**src/rtl/pe_lane_mac.sv**
```systemverilog
// Systolic processing element for the dmme matrix engine.
// Forwards A/B/mask operands one register stage to its neighbours and computes a
// LANES-wide signed dot product (dense or mask-gated sparse) through a 2-stage pipeline.
// SHIFT drains the accumulator to o_c_out and loads i_cin in the same edge.
// Optional build macro: PE_SAT_EN -- accumulator additions saturate instead of wrapping.
module pe_lane_mac #(
  parameter int unsigned LANES = 4,
  parameter int unsigned A_W   = 16,
  parameter int unsigned B_W   = 8,
  parameter int unsigned ACC_W = 32
) (
  input  logic                   i_clock,
  input  logic                   i_reset,
  input  logic                   i_en,
  input  logic                   i_clr,
  input  logic [1:0]             i_mode,
  input  logic [LANES-1:0]       i_maskin,
  input  logic [LANES*A_W-1:0]   i_ain,
  input  logic [LANES*B_W-1:0]   i_bin,
  input  logic [ACC_W-1:0]       i_cin,
  output logic [LANES-1:0]       o_mask_out,
  output logic [LANES*A_W-1:0]   o_a_out,
  output logic [LANES*B_W-1:0]   o_b_out,
  output logic [ACC_W-1:0]       o_c_out,
  output logic                   o_cvalid,
  output logic                   o_ovf
);

  typedef enum logic [1:0] {
    ModeDense  = 2'b00,
    ModeSparse = 2'b01,
    ModeShift  = 2'b10,
    ModeWait   = 2'b11
  } mode_e;

  localparam int unsigned P_W = A_W + B_W;
  localparam logic [ACC_W-1:0] AccMax = {1'b0, {(ACC_W-1){1'b1}}};
  localparam logic [ACC_W-1:0] AccMin = {1'b1, {(ACC_W-1){1'b0}}};

  mode_e w_mode;
  assign w_mode = mode_e'(i_mode);

  logic [LANES-1:0]     r_mask_out;
  logic [LANES*A_W-1:0] r_a_out;
  logic [LANES*B_W-1:0] r_b_out;
  logic [ACC_W-1:0]     r_c_out;
  logic                 r_cvalid;
  logic                 r_ovf;
  logic [ACC_W-1:0]     r_acc;
  logic [ACC_W-1:0]     r_psum;
  logic                 r_psum_v;

  logic signed [P_W-1:0]   w_prod [LANES];
  logic signed [ACC_W-1:0] w_prod_ext [LANES];
  logic [ACC_W-1:0]        w_sum;
  logic [ACC_W-1:0]        w_add_b;
  logic [ACC_W-1:0]        w_add_raw;
  logic                    w_add_ovf;
  logic [ACC_W-1:0]        w_add_res;
  logic                    w_is_product;

  assign w_is_product = (w_mode == ModeDense) || (w_mode == ModeSparse);

  // Stage-1 dot product: sign-extended lane products, sparse lanes gated by the mask
  always_comb begin
    w_sum = '0;
    for (int i = 0; i < LANES; i++) begin
      w_prod[i] = P_W'($signed(i_ain[i*A_W +: A_W])) * P_W'($signed(i_bin[i*B_W +: B_W]));
      w_prod_ext[i] = ACC_W'(w_prod[i]);
      if (w_mode == ModeDense || i_maskin[i]) begin
        w_sum = w_sum + w_prod_ext[i];
      end
    end
  end

  // Shared commit adder: stage-2 accumulate and SHIFT drain both add the pending psum to acc
  always_comb begin
    w_add_b   = r_psum_v ? r_psum : '0;
    w_add_raw = r_acc + w_add_b;
    w_add_ovf = (r_acc[ACC_W-1] == w_add_b[ACC_W-1]) &&
                (w_add_raw[ACC_W-1] != r_acc[ACC_W-1]);
`ifdef PE_SAT_EN
    w_add_res = w_add_ovf ? (r_acc[ACC_W-1] ? AccMin : AccMax) : w_add_raw;
`else
    w_add_res = w_add_raw;
`endif
  end

  // Operand forwarding to neighbouring PEs, independent of mode
  always_ff @(posedge i_clock or posedge i_reset) begin
    if (i_reset) begin
      r_mask_out <= '0;
      r_a_out    <= '0;
      r_b_out    <= '0;
    end else if (i_en) begin
      r_mask_out <= i_maskin;
      r_a_out    <= i_ain;
      r_b_out    <= i_bin;
    end
  end

  // Accumulate pipeline, drain and overflow tracking
  always_ff @(posedge i_clock or posedge i_reset) begin
    if (i_reset) begin
      r_c_out  <= '0;
      r_cvalid <= 1'b0;
      r_ovf    <= 1'b0;
      r_acc    <= '0;
      r_psum   <= '0;
      r_psum_v <= 1'b0;
    end else if (!i_en) begin
      r_cvalid <= 1'b0;
    end else if (w_mode == ModeShift) begin
      // In-flight psum is folded into the drained value so it is never lost
      r_c_out  <= w_add_res;
      r_acc    <= i_cin;
      r_psum_v <= 1'b0;
      r_cvalid <= 1'b1;
      r_ovf    <= i_clr ? 1'b0 : (r_ovf | w_add_ovf);
    end else begin
      r_cvalid <= 1'b0;
      if (i_clr) begin
        r_acc    <= '0;
        r_psum_v <= 1'b0;
        r_ovf    <= 1'b0;
      end else begin
        if (r_psum_v) begin
          r_acc <= w_add_res;
          if (w_add_ovf) r_ovf <= 1'b1;
        end
        if (w_is_product) begin
          r_psum   <= w_sum;
          r_psum_v <= 1'b1;
        end else begin
          r_psum_v <= 1'b0;
        end
      end
    end
  end

  assign o_mask_out = r_mask_out;
  assign o_a_out    = r_a_out;
  assign o_b_out    = r_b_out;
  assign o_c_out    = r_c_out;
  assign o_cvalid   = r_cvalid;
  assign o_ovf      = r_ovf;

endmodule

```
**config.mk**
```make
export PLATFORM = sky130hd
export DESIGN_NAME = pe_lane_mac
export DESIGN_NICKNAME = d
export VERILOG_FILES = /design/src/rtl/pe_lane_mac.sv
export SDC_FILE = /design/constraint.sdc
export NUM_CORES = 2
export LEC_CHECK = 0
export CAP_MARGIN = 10
export CORE_MARGIN = 2
export CORE_UTILIZATION = 30
export CTS_CLUSTER_DIAMETER = 120
export CTS_CLUSTER_SIZE = 16
export DETAILED_ROUTE_END_ITERATION = 8
export PLACE_DENSITY = 0.56
export SYNTH_ARGS = -nofsm -noshare
export SYNTH_HDL_FRONTEND = slang
export SYNTH_SLANG_ARGS = --single-unit
```
**constraint.sdc**
```tcl
create_clock -name i_clock -period 7.98 [get_ports i_clock]
set_input_delay 1.596 -clock i_clock [delete_from_list [all_inputs] [get_ports i_clock]]
set_output_delay 1.596 -clock i_clock [all_outputs]
set_load 0.03 [all_outputs]
```
==> results summary <==
The run finished, with violations left. The checks that failed: setup timing. By count the netlist is led by 600 x sky130_fd_sc_hd__inv_1, 416 x sky130_fd_sc_hd__fa_1, 368 x sky130_fd_sc_hd__and2_1. The average cell area after synthesis is 8.82 sq um.

The maximum net fanout on the critical path came out at 6. The worst path required time is 8.39 ns. The number of iterations in the first detailed-routing pass is 8. The residual antenna-violating net count after detailed routing came out at 0.

0 antenna diodes ended up in the layout. Across the run, the number of max-cap violations was 0. Excluding fillers, the count of instances in the completed layout stands at 6076. After floorplanning, the core was sized to cover 107000 sq um. Setup violations remaining at the end of the flow were counted as 22.

Of the total synthesized cell area, the portion taken by full adders, half adders and majority gates is 37.3%. In this run the tightest slew margin relative to its limit is 37.9%. For this run, the leading register cell type out of synthesis is sky130_fd_sc_hd__dfrtp_1. Cells fill 42.1% of the core in the end. The total clock buffers created by CTS is 17. The type of the worst min-delay path is register to register. For the final database, setup skew stands at 0.0184 ns. The combinational family with the most area after synthesis is adder cells.

Yosys attributes the largest share of cell area to sky130_fd_sc_hd__fa_1 26%, sky130_fd_sc_hd__dfrtp_1 15%, sky130_fd_sc_hd__ha_1 11%, sky130_fd_sc_hd__and2_1 7.1%, sky130_fd_sc_hd__inv_1 7.0%. The die area came out at 110000 sq um. By instance count, the leading cell after synthesis is sky130_fd_sc_hd__inv_1. The setup TNS after final layout is -30.13 ns. The critical path ends at r_psum[31]$_DFFE_PP0P_.

The share of the synthesized area in compound gates (AO/OA/AOI/OAI) is 12.4%. The worst setup path is captured at a register. The die is 332 um wide.

The total standard cell area after synthesis is 32300 sq um. Fill cells in the final layout number 10665. The clock input transition at the sequential cells of the worst setup and hold paths is 0.09 ns. The worst-case setup margin in the final layout came out at -2.31 ns. The placement row count is 120. The final critical-path share of the clock period came out at 129%. Static timing analysis puts the maximum clock frequency at 97.2 MHz. The share of the Yosys chip area taken by registers is 15.4%. The worst hold path begins at o_c_out[20]$_DFFE_PP0P_. The category of the critical setup timing path is input port to register. The mux share of post-synthesis cell area came out at 4.38%. The wire length of the first global-routing pass is 157000 um. The clock sink total is 199. The post-detailed-route wirelength per cell came out at 15.8 um. The largest net degree at the start of global routing is 86. The cell count after placement is 5967. The worst hold slack after final layout is 0.477 ns. Of the post-synthesis cell area, the dominant cell type holds 25.8%. The count of unresolved DRC violations after routing came out at 0. For the pin with the worst max-slew slack, the measured transition is 0.932 ns. The number of enable-type register cells in the synthesized netlist came out at 0. The type of element launching the critical path is an input port. The number of logic stages on the critical path including buffering is 49. Dividing the detail-routed via count by the number of cells gives 4.63. The initial antenna violation count was 2. The count of buffers added on input and output ports is 271.

Setup slack on the worst reg-to-reg path comes out at 2.94 ns. For the finished layout, the period the worst path requires is 10.29 ns. The final hold violation count came to 0. The total of flip-flops plus latches after synthesis is 199.

The overall overflow remaining after global route is 0. The number of max-slew violations in the final report is 0. The routed layout has 28150 vias. The post-route netlist has 28.1% of its cells at a drive strength greater than 1. At the worst endpoint, the arrival time is 10.70 ns.

The detailed router's first-iteration violation count came out at 1180. The routed design has 95900 um of wire. The global router's overall resource usage is 17.7%.

The largest individual stage delay along the critical path comes from the cell sky130_fd_sc_hd__fa_1. On the critical path the largest part of the delay comes from compound AO/OA/AOI/OAI gates. The count of hold-fix buffers inserted at cts is 0.

Detailed placement finished with a half-perimeter wire length of 79100 um. The delay of the slowest cell on the worst path came out at 0.52 ns. In this run the critical register-to-register path is captured at o_c_out[31]$_DFFE_PP0P_. Setup repair after global routing could not meet its margin everywhere. TritonCTS built the clock tree. For this run, the number of Yosys warnings is 0. After synthesis, the share of flip-flops with an asynchronous set or reset is 100%. 272 I/O pins were placed. The root cell of the clock tree is sky130_fd_sc_hd__clkbuf_16. After Yosys synthesis, and, or, nand and nor cells account for 17.2% of the synthesized area. The count of buffer and inverter cells on the critical path came out at 7.

Tracing the worst setup path back leads to its startpoint at i_bin[11]. The worst register-to-register path begins at r_psum_v$_DFFE_PP0P_. The H-tree level count is 4. The maximum clock insertion buffer count is 2. The clock reaches the later pin of the worst-skew pair after 0.54 ns. In the synthesized netlist, the number of instances is 3657.

The count of cells along the worst register-to-register path is 16. The via count of the first global-routing pass is 29803. The count of nets after finishing came out at 5509. The die outline height came out at 332 um. Counting every net in the synthesized netlist gives 4506. The final weighted congestion in routability-driven placement came out at 0.903. The number of distinct library cells after synthesis came out at 76. The area growth from synthesis to layout came out at 39.6%. The starting density of the core came out at 30.2%. The biggest area contributor in the post-synthesis netlist is sky130_fd_sc_hd__fa_1.

The area share of xor/xnor cells in the synthesized design came out at 5.13%.
timing repair:
action                                  4_1_cts  5_1_grt
gates resized for setup                     377      112
endpoints found under the setup margin       25       25
gates cloned                                  2        0
setup buffers                                57       23
pin swaps                                   172      122
cells by family (layout without fill, tap and decap cells):
logic type,after synthesis,after routing
simple gates,1091,1091
fa+ha+maj,712,712
buf+inv,702,1718
compound gates,639,639
flops,199,199
xor+xnor,188,188
mux,126,126
state kept, by name, summed over array words and instances (netlist names), 4 cells and up:
signal and flops:
o_mask_out 4, r_psum 32, r_acc 32, o_b_out 32, o_c_out 32, o_a_out 64
layout make-up:
class	instances	area [sq um]	share of cell area, %
clock buffer	17	425	0.945
clock inverter	15	234	0.520
inverter	601	2270	5.04
multi-input combinational	2756	26400	58.6
sequential	199	4980	11.1
tap	1403	1760	3.90
timing repair buffer	1085	8970	19.9
tightest hold or removal path: stages (launching register included):
cell and delay [ns]:
sky130_fd_sc_hd__dfrtp_1 0.35, sky130_fd_sc_hd__nand2_1 0.05, sky130_fd_sc_hd__nand2_1 0.05
how the worst min path moves through the flow:
stage,end,depth (start not counted)
floorplan,r_psum[19]$_DFFE_PP0P_,2
global placement,r_psum[2]$_DFFE_PP0P_,2
detailed placement,r_psum[2]$_DFFE_PP0P_,2
CTS,r_psum[19]$_DFFE_PP0P_,2
global route,o_c_out[6]$_DFFE_PP0P_,2
finish,o_c_out[20]$_DFFE_PP0P_,2
per-layer routing:
layer | GRT usage (%) | up-vias | routed length [um]
met5 | 0 | - | 13
met4 | 5.09 | 2 | 2160
met3 | 2.00 | 100 | 2370
met2 | 30.5 | 369 | 46700
met1 | 23.5 | 13849 | 44700
li1 | - | 13830 | -
cell usage in the layout, fill, tap and decap left out, drive strengths merged, types with 44 or more instances in the layout:
| master | n |
|---|---|
| buf | 840 |
| inv | 608 |
| fa | 416 |
| and2 | 368 |
| nand2 | 326 |
| ha | 295 |
| clkdlybuf4s50 | 229 |
| dfrtp | 199 |
| a21oi | 186 |
| nor2 | 177 |
| o21ai | 172 |
| xnor2 | 144 |
| mux2 | 121 |
| nand2b | 62 |
| a21o | 52 |
| xor2 | 44 |
stage by stage:
step | instance area, sq um | worst slack, ns
finish | 45000 | -2.31
global route | 45000 | -2.75
CTS | 44400 | -2.16
detailed placement | 42300 | -3.53
global placement | 42300 | -3.46
floorplan | 32700 | -2.14
Power is left out: the tool's default activity adds up to more than one toggle a clock period on the data nets, which glitch-free logic cannot reach.
